File: src/rtl/alu_red_seq_if.sv
// Start/busy/done coprocessor bus for the lane-reduction unit.
// Master issues requests on start_vld; slave reports busy, done_vld and the held result.
interface alu_red_seq_if #(
  parameter int DATA_W = 16
);
  logic              start_vld;
  logic              mode_signed;
  logic              accum;
  logic              clr_acc;
  logic [DATA_W-1:0] a_dat;
  logic [DATA_W-1:0] b_dat;
  logic              busy;
  logic              done_vld;
  logic [DATA_W-1:0] red_dat;
  logic              ovf;

  modport master (
    output start_vld, mode_signed, accum, clr_acc, a_dat, b_dat,
    input  busy, done_vld, red_dat, ovf
  );

  modport slave (
    input  start_vld, mode_signed, accum, clr_acc, a_dat, b_dat,
    output busy, done_vld, red_dat, ovf
  );
endinterface

File: src/rtl/alu_red_seq.sv
// Multi-cycle saturating lane-sum (one lane pair per cycle, optional accumulate); done NLANES+2 cycles after start.
// No queueing: start is only sampled in IDLE, so the requester must stall on busy.
module alu_red_seq #(
  parameter int DATA_W = 16,
  parameter int LANE_W = 8
) (
  input logic          clk,
  input logic          rst_n,
  alu_red_seq_if.slave bus_if
);

  localparam int NLANES = DATA_W / LANE_W;
  localparam int SUM_W  = DATA_W + 3;
  localparam int IDX_W  = (NLANES > 1) ? $clog2(NLANES) : 1;
  localparam logic [IDX_W-1:0] IDX_LAST = IDX_W'(NLANES - 1);

  localparam logic signed [SUM_W-1:0] SMAX =
    {{(SUM_W-DATA_W+1){1'b0}}, {(DATA_W-1){1'b1}}};
  localparam logic signed [SUM_W-1:0] SMIN =
    {{(SUM_W-DATA_W+1){1'b1}}, {(DATA_W-1){1'b0}}};
  localparam logic signed [SUM_W-1:0] UMAX =
    {{(SUM_W-DATA_W){1'b0}}, {DATA_W{1'b1}}};

  typedef enum logic [1:0] {
    IDLE = 2'd0,
    RUN  = 2'd1,
    SAT  = 2'd2
  } state_t;

  state_t                   state_q, state_d;
  logic [IDX_W-1:0]         idx_q, idx_d;
  logic [DATA_W-1:0]        a_q, a_d;
  logic [DATA_W-1:0]        b_q, b_d;
  logic                     sgn_q, sgn_d;
  logic signed [SUM_W-1:0]  sum_q, sum_d;
  logic [DATA_W-1:0]        acc_q, acc_d;
  logic [DATA_W-1:0]        red_q, red_d;
  logic                     ovf_q, ovf_d;
  logic                     done_q, done_d;

  logic [DATA_W-1:0]        sat_val;
  logic                     sat_ovf;

  function automatic logic signed [SUM_W-1:0] ext_lane(input logic [LANE_W-1:0] v,
                                                       input logic sgn);
    ext_lane = sgn ? {{(SUM_W-LANE_W){v[LANE_W-1]}}, v}
                   : {{(SUM_W-LANE_W){1'b0}}, v};
  endfunction

  function automatic logic signed [SUM_W-1:0] ext_acc(input logic [DATA_W-1:0] v,
                                                      input logic sgn);
    ext_acc = sgn ? {{(SUM_W-DATA_W){v[DATA_W-1]}}, v}
                  : {{(SUM_W-DATA_W){1'b0}}, v};
  endfunction

  // The sum is wide enough to be exact, so clamping needs only range compares.
  always_comb begin
    sat_val = sum_q[DATA_W-1:0];
    sat_ovf = 1'b0;
    if (sgn_q) begin
      if (sum_q > SMAX) begin
        sat_val = SMAX[DATA_W-1:0];
        sat_ovf = 1'b1;
      end else if (sum_q < SMIN) begin
        sat_val = SMIN[DATA_W-1:0];
        sat_ovf = 1'b1;
      end
    end else begin
      if (sum_q[SUM_W-1]) begin
        sat_val = '0;
        sat_ovf = 1'b1;
      end else if (sum_q > UMAX) begin
        sat_val = UMAX[DATA_W-1:0];
        sat_ovf = 1'b1;
      end
    end
  end

  always_comb begin
    state_d = state_q;
    idx_d   = idx_q;
    a_d     = a_q;
    b_d     = b_q;
    sgn_d   = sgn_q;
    sum_d   = sum_q;
    acc_d   = acc_q;
    red_d   = red_q;
    ovf_d   = ovf_q;
    done_d  = 1'b0;

    case (state_q)
      IDLE: begin
        if (bus_if.clr_acc) begin
          acc_d = '0;
        end
        if (bus_if.start_vld) begin
          a_d     = bus_if.a_dat;
          b_d     = bus_if.b_dat;
          sgn_d   = bus_if.mode_signed;
          sum_d   = (bus_if.accum && !bus_if.clr_acc)
                    ? ext_acc(acc_q, bus_if.mode_signed) : '0;
          idx_d   = '0;
          state_d = RUN;
        end
      end
      RUN: begin
        // Operands shift down so the active lane is always the bottom one.
        sum_d = sum_q + ext_lane(a_q[LANE_W-1:0], sgn_q)
                      + ext_lane(b_q[LANE_W-1:0], sgn_q);
        a_d   = a_q >> LANE_W;
        b_d   = b_q >> LANE_W;
        idx_d = idx_q + 1'b1;
        if (idx_q == IDX_LAST) begin
          state_d = SAT;
        end
      end
      SAT: begin
        red_d   = sat_val;
        acc_d   = sat_val;
        ovf_d   = sat_ovf;
        done_d  = 1'b1;
        state_d = IDLE;
      end
      default: begin
        state_d = IDLE;
      end
    endcase
  end

  always_ff @(posedge clk or negedge rst_n) begin
    if (!rst_n) begin
      state_q <= IDLE;
      idx_q   <= '0;
      a_q     <= '0;
      b_q     <= '0;
      sgn_q   <= 1'b0;
      sum_q   <= '0;
      acc_q   <= '0;
      red_q   <= '0;
      ovf_q   <= 1'b0;
      done_q  <= 1'b0;
    end else begin
      state_q <= state_d;
      idx_q   <= idx_d;
      a_q     <= a_d;
      b_q     <= b_d;
      sgn_q   <= sgn_d;
      sum_q   <= sum_d;
      acc_q   <= acc_d;
      red_q   <= red_d;
      ovf_q   <= ovf_d;
      done_q  <= done_d;
    end
  end

  assign bus_if.busy     = (state_q != IDLE);
  assign bus_if.done_vld = done_q;
  assign bus_if.red_dat  = red_q;
  assign bus_if.ovf      = ovf_q;

endmodule

File: src/flat_wrapper.sv
// flat-port wrapper written by rule: the top's interface ports become plain ports
module alu_red_seq_flat 
#(
  parameter int DATA_W = 16,
  parameter int LANE_W = 8
)
  (clk, rst_n, bus_if_start_vld, bus_if_mode_signed, bus_if_accum, bus_if_clr_acc, bus_if_a_dat, bus_if_b_dat, bus_if_busy, bus_if_done_vld, bus_if_red_dat, bus_if_ovf);
  alu_red_seq_if #(.DATA_W(DATA_W)) bus_if_i ();
  input logic clk;
  input logic rst_n;
  input wire logic [$bits(bus_if_i.start_vld)-1:0] bus_if_start_vld;
  input wire logic [$bits(bus_if_i.mode_signed)-1:0] bus_if_mode_signed;
  input wire logic [$bits(bus_if_i.accum)-1:0] bus_if_accum;
  input wire logic [$bits(bus_if_i.clr_acc)-1:0] bus_if_clr_acc;
  input wire logic [$bits(bus_if_i.a_dat)-1:0] bus_if_a_dat;
  input wire logic [$bits(bus_if_i.b_dat)-1:0] bus_if_b_dat;
  output wire logic [$bits(bus_if_i.busy)-1:0] bus_if_busy;
  output wire logic [$bits(bus_if_i.done_vld)-1:0] bus_if_done_vld;
  output wire logic [$bits(bus_if_i.red_dat)-1:0] bus_if_red_dat;
  output wire logic [$bits(bus_if_i.ovf)-1:0] bus_if_ovf;
  assign bus_if_i.start_vld = bus_if_start_vld;
  assign bus_if_i.mode_signed = bus_if_mode_signed;
  assign bus_if_i.accum = bus_if_accum;
  assign bus_if_i.clr_acc = bus_if_clr_acc;
  assign bus_if_i.a_dat = bus_if_a_dat;
  assign bus_if_i.b_dat = bus_if_b_dat;
  assign bus_if_busy = bus_if_i.busy;
  assign bus_if_done_vld = bus_if_i.done_vld;
  assign bus_if_red_dat = bus_if_i.red_dat;
  assign bus_if_ovf = bus_if_i.ovf;
  alu_red_seq #(.DATA_W(DATA_W), .LANE_W(LANE_W)) u_core (.clk(clk), .rst_n(rst_n), .bus_if(bus_if_i));
endmodule
File: config.mk
export PLATFORM = sky130hd
export DESIGN_NAME = alu_red_seq_flat
export DESIGN_NICKNAME = d
export VERILOG_FILES = /design/src/rtl/alu_red_seq_if.sv /design/src/rtl/alu_red_seq.sv /design/src/flat_wrapper.sv
export SDC_FILE = /design/constraint.sdc
export NUM_CORES = 1
export LEC_CHECK = 0
export CELL_PAD_IN_SITES_DETAIL_PLACEMENT = 0
export CELL_PAD_IN_SITES_GLOBAL_PLACEMENT = 1
export CORE_MARGIN = 1.5
export CORE_UTILIZATION = 25
export DETAILED_ROUTE_END_ITERATION = 7
export DONT_BUFFER_PORTS = 1
export GPL_TIMING_DRIVEN = 0
export PLACE_DENSITY = 0.53
export SYNTH_ARGS = -nofsm -noshare
export SYNTH_HDL_FRONTEND = slang
export SYNTH_SLANG_ARGS = --single-unit
File: constraint.sdc
create_clock -name clk -period 3.99 [get_ports clk]
set_input_delay 0.9975 -clock clk [delete_from_list [all_inputs] [get_ports clk]]
set_output_delay 0.9975 -clock clk [all_outputs]
set_load 0.02 [all_outputs]
# After elaboration in Yosys (flattened, before gate mapping)
# Cells that the tools add are included.
# word_totals
wordCells	59
output_inout_bits	19
regBits	89
# op_classes
eq_ne	5
reduce_logical	10
muxes	28
n_addsub	3
magnitude_cmp	3
# ops
op	n
$mux W16	8
$pmux W16 S2	3
$mux W19	5
$add A19 B19 Y19	2
$pmux W19 S2	1
$gt A19 B16 Y1 const B	1
$gt A19 B17 Y1 const B	1
$lt A19 B16 Y1 const B	1
$reduce_and A2 Y1	4
$mux W1	7
$reduce_bool A2 Y1	3
$mux W2	2
$ne A2 B2 Y1 const B	2
$pmux W2 S2	1
$eq A2 B1 Y1 const B	1
$eq A2 B2 Y1 const B	1
$logic_not A2 Y1	1
$ne A2 B1 Y1 const B	1
$pmux W1 S2	1
$add A1 B1 Y1 const B	1
$logic_and A1 B1 Y1	1
$logic_not A1 Y1	1

# Logic depth before layout (Yosys ltp)
# Gate-level depths: netlist of the first run.
# logic_depth
word_depth	5
ltp_mapped	11
depth_no_buf	11

# Least setup slack after synthesis of the first run
# Ideal clock, no wire load.
# synth_timing
path_type	reg2reg
start	register u_core.sgn_q
end	register u_core.sum_q[18]
path_slack_ns	0.679
stages_incl_launch_ff	11
t_arrival_ns	3.224
path_buffers	1
required_time_ns	3.903
synth_period_minus_slack_ns	3.311
path_cell_list	dfrtp_1 -> and2_1 -> fa_1 -> ha_1 -> a21oi_2 -> o21ai_2 -> and3_1 -> or4b_1 -> buf_2 -> a311o_1 -> o211ai_1
# synth_between
elab_chain_len	4
elab_cells_between_ends	5
# synth_lines
element	line	source
from (decl)	alu_red_seq.sv:34	logic sgn_q, sgn_d;
from (signal assigned)	alu_red_seq.sv:147	sgn_q <= sgn_d;
$mux W19	alu_red_seq.sv:46	ext_lane = sgn ? {{(SUM_W-LANE_W){v[LANE_W-1]}}, v}
$add A19 B19 Y19	alu_red_seq.sv:108	sum_d = sum_q + ext_lane(a_q[LANE_W-1:0], sgn_q)
$add A19 B19 Y19 (*)	alu_red_seq.sv:109	+ ext_lane(b_q[LANE_W-1:0], sgn_q);
$pmux W19 S2 (*)	alu_red_seq.sv:91	case (state_q)
to (signal assigned)	alu_red_seq.sv:148	sum_q <= sum_d;
to (decl)	alu_red_seq.sv:35	logic signed [SUM_W-1:0] sum_q, sum_d;
# Mark *: on every way between the ends. The rest lies on a longest branch, timed or not.
# A chain may end at the register's enable or synchronous reset.

# Worst setup path in the final report of the first run
# Ends and elaborated chain as after synthesis.

==> results.py, run 1 <==
metrics = {
    "worst_setup_path": {
        "r2r_start": "u_core.sgn_q$_DFFE_PN0P_",
        "worst_setup_path_start_kind": "flop",
        "criticalPathCategory": "flop to flop",
        "reg2reg_to": "u_core.sum_q[18]$_DFFE_PN0P_",
        "crit_chain": "and2_1, fa_1, ha_1, a21oi_2, o21ai_2, and3_1, or4b_1, buf_2, a311o_1, o211ai_1",
        "crit_family": "simple AND/OR/NAND/NOR gates",
        "critPathBufInv": 1,
        "crit_end": "u_core.sum_q[18]$_DFFE_PN0P_",
        "ff2ff_path_depth": 10,
        "cp_num_cells": 10,
        "path_max_fanout": 11,
        "crit_path_end_kind": "flop",
        "crit_start": "u_core.sgn_q$_DFFE_PN0P_",
        "crit_slowest_cell": "and2_1",
        "worstPathArrival_ns": 4.01,
        "r2r_slack_ns": 0.24,
        "crit_required_ns": 4.25,
        "critical-path-max-stage-delay_ns": 0.69,
    },
    "clock_tree": {
        "post_cts_resized": 0,
        "htreeDepth": 3,
        "worstSkewPairLatency_ns": 0.35,
        "cts.sinks": 89,
        "post_cts_buffers": 0,
        "cts.reportedPaths.clkPinSlew_ns": 0.07,
        "cts_buffers": 9,
        "cts-root-buf": "clkbuf_16",
        "cts_hold_buf": 0,
        "cts_buffer_depth": 2,
        "tritoncts": "done",
    },
    "drt": {
        "met1_length_mm": 7.04,
        "drc": 0,
        "postRouteAntennaNets": 0,
        "via_per_inst": 4.64,
        "wl_per_cell_um": 16.8,
        "dr_wl_met2_mm": 5.82,
        "dr.first_iter.drc_count": 253,
        "drt_wl_total_mm": 13.7,
        "highest_layer": "met4",
        "wl_met3_um": 674,
        "vias": 3794,
        "dr.pass1.iters": 4,
    },
    "sta": {
        "worstMarginPinSlew_ns": 0.898,
        "finalSetupViolations": 0,
        "final_max_slew_viol_count": 0,
        "setup_tns_ns": 0,
        "period_needed_ns": 3.75,
        "fin_crit_sh_pct": 94.0,
        "max_freq_ghz": 0.267,
        "slew_headroom_pct": 40.1,
        "skew_ns": 0.00415,
        "hold_viol_final": 0,
        "rsz0062_at_grt": "false",
    },
    "finish": {
        "multi_input_area_sq_mm": 0.00256,
        "utilization_pct": 28.7,
        "regArea_sq_mm": 0.00223,
        "finalNetCount": 622,
        "n_fill_cell": 2108,
        "area_growth_pct": 13.0,
        "num_antenna_cells": 0,
        "drive_above_1_share_pct": 4.35,
    },
    "logic_synthesis": {
        "syn_avg_cell_area_sq_um": 9.16,
        "syn_nets": 611,
        "yosys_warnings": 0,
        "synth.area.top_cells": "dfrtp_1, nand2_1, fa_1",
        "synth_area_sq_mm": 0.00491,
        "postSynthCellCount": 536,
        "ys_types": 49,
        "netlist.area_leader.share_pct": 45.3,
        "synth_edf_count": 0,
        "synthTopCellsByCount": "nand2_1, dfrtp_1, nor2_1, a31oi_1",
        "ys_ff_latch": 89,
        "ys_seq_area_share_pct": 45.3,
        "synth_flop_cell": "dfrtp_1",
        "yosysTopAreaCell": "dfrtp_1",
        "synth_async_sr_flop_share_pct": 100,
        "synth.most_common_cell": "nand2_1",
    },
    "floorplan": {
        "pin_count": 57,
        "initial_core_util_pct": 25.4,
        "die_h_um": 143,
        "placeableCoreArea_sq_mm": 0.0193,
        "rows": 51,
        "dieArea_sq_mm": 0.0205,
        "die_x_um": 143,
    },
    "grt": {
        "grt-ovfl-total": 0,
        "grt_pass1_wl_mm": 21.7,
        "grt_max_degree": 90,
        "grt_pass1_vias": 3733,
        "grt_usage_pct": 14.2,
        "antenna_found_initial": 0,
    },
    "status": {
        "status": "completed",
    },
    "placed_design": {
        "io_buffers": 0,
        "hpwl_mm": 10.2,
        "gp_congestion": 0.810,
    },
    "worst_hold_path": {
        "min_path_type": "input pin to async pin",
    },
    "run": {
        "maxCapViolCount": 0,
    },
}
## worst min-delay path by stage
stage	slack (ns)	start	end
3_5_place_dp	0.47	u_core.acc_q[13]$_DFFE_PN0P_	u_core.acc_q[13]$_DFFE_PN0P_
5_1_grt	0.32	rst_n	u_core.acc_q[8]$_DFFE_PN0P_
3_3_place_gp	0.48	u_core.acc_q[12]$_DFFE_PN0P_	u_core.acc_q[12]$_DFFE_PN0P_
6_report	0.35	rst_n	u_core.bus_if.red_dat[2]$_DFFE_PN0P_
2_1_floorplan	0.44	u_core.acc_q[12]$_DFFE_PN0P_	u_core.acc_q[12]$_DFFE_PN0P_
4_1_cts	0.33	rst_n	u_core.bus_if.red_dat[8]$_DFFE_PN0P_
## through the flow
stage                     setup slack (ns)  hold slack, ns  cell area, sq um  instances
after floorplan                      0.679           0.438              4910        536
after global placement               0.301           0.478              5240        801
after detailed placement             0.281           0.471              5240        801
after CTS                            0.253           0.327              5550        817
after global routing                0.0341           0.323              5550        817
final                                0.240           0.348              5550        817
## cells in the final DEF, fill, tap and decap left out, types with 3 or more instances in the layout
master	synthesis	routed
nor3_1	7	7
nor2_1	34	34
nand2b_1	4	4
xnor2_1	8	8
xor2_1	4	4
nand4_1	3	3
buf_1	3	3
a221oi_1	4	4
ha_1	18	18
clkbuf_16	0	9
a21o_1	4	4
a21oi_1	19	19
nand2_1	159	159
and2_1	7	7
a22o_1	16	16
o21a_1	4	4
fa_1	19	19
clkbuf_1	21	22
and3_1	8	8
a31oi_1	24	24
o211ai_1	3	3
inv_1	8	8
nand3_1	9	9
o21ai_0	21	21
nor2b_1	5	5
a211oi_1	5	5
dfrtp_1	89	89
## kinds of logic after synthesis
group,count (synthesis),share of synthesized area [%]
AOI/OAI and AO/OA,114,15.5
xor gates and xnor gates,12,2.14
adders and majority gates,37,12.3
buffers and inverters,34,2.62
DFF,89,45.3
muxes,2,0.408
and+or+nand+nor,248,21.7
## registers in the layout, summed over array words and instances (netlist names)
register and cells:
u_core.idx_q 1, u_core.bus_if.done_vld 1, u_core.state_q 2, u_core.sum_q 19, u_core.bus_if.ovf 1, u_core.a_q 16
u_core.b_q 16, u_core.sgn_q 1, u_core.bus_if.red_dat 16, u_core.acc_q 16
## per-layer routing
layer  GRT usage (%)  up-vias
met5               0        -
met4            3.85        0
met3            2.88       16
met2            20.3       97
met1            21.5     1821
li1                -     1860
## cell type report
cell class	instances	area share, %
Multi-Input combinational cell	413	46.1
Sequential cell	89	40.1
Tap cell	265	5.98
Clock buffer	11	4.37
Buffer	25	1.71
Clock inverter	5	1.13
Inverter	9	0.609
## worst reg2reg max path, cell delays in order (launching register included)
cell      delay (ns)
dfrtp_1         0.46
and2_1          0.69
fa_1            0.56
ha_1            0.41
a21oi_2         0.17
o21ai_2         0.09
and3_1          0.18
or4b_1          0.51
buf_2           0.18
a311o_1         0.32
o211ai_1        0.09
Power of run 1 is left out: the tool's default activity adds up to more than one toggle a clock period on the data nets, which glitch-free logic cannot reach.
==> run 2: changes to the inputs <==
==> constraint.sdc (replaced) <==
create_clock -name clk -period 4.7 [get_ports clk]
set_input_delay 1.41 -clock clk [delete_from_list [all_inputs] [get_ports clk]]
set_output_delay 1.41 -clock clk [all_outputs]
set_load 0.02 [all_outputs]
==> results of run 2 <==
Same layout as run 1 (identical final DEF). Status: completed.
Main changes from that run: setup slack after placement 0.281 ns -> 0.991 ns; setup slack after layout 0.240 ns -> 0.950 ns; hold slack 0.348 ns -> 0.492 ns; register-to-register setup slack 0.24 ns -> 0.95 ns
Power of run 2 is left out for the same reason.
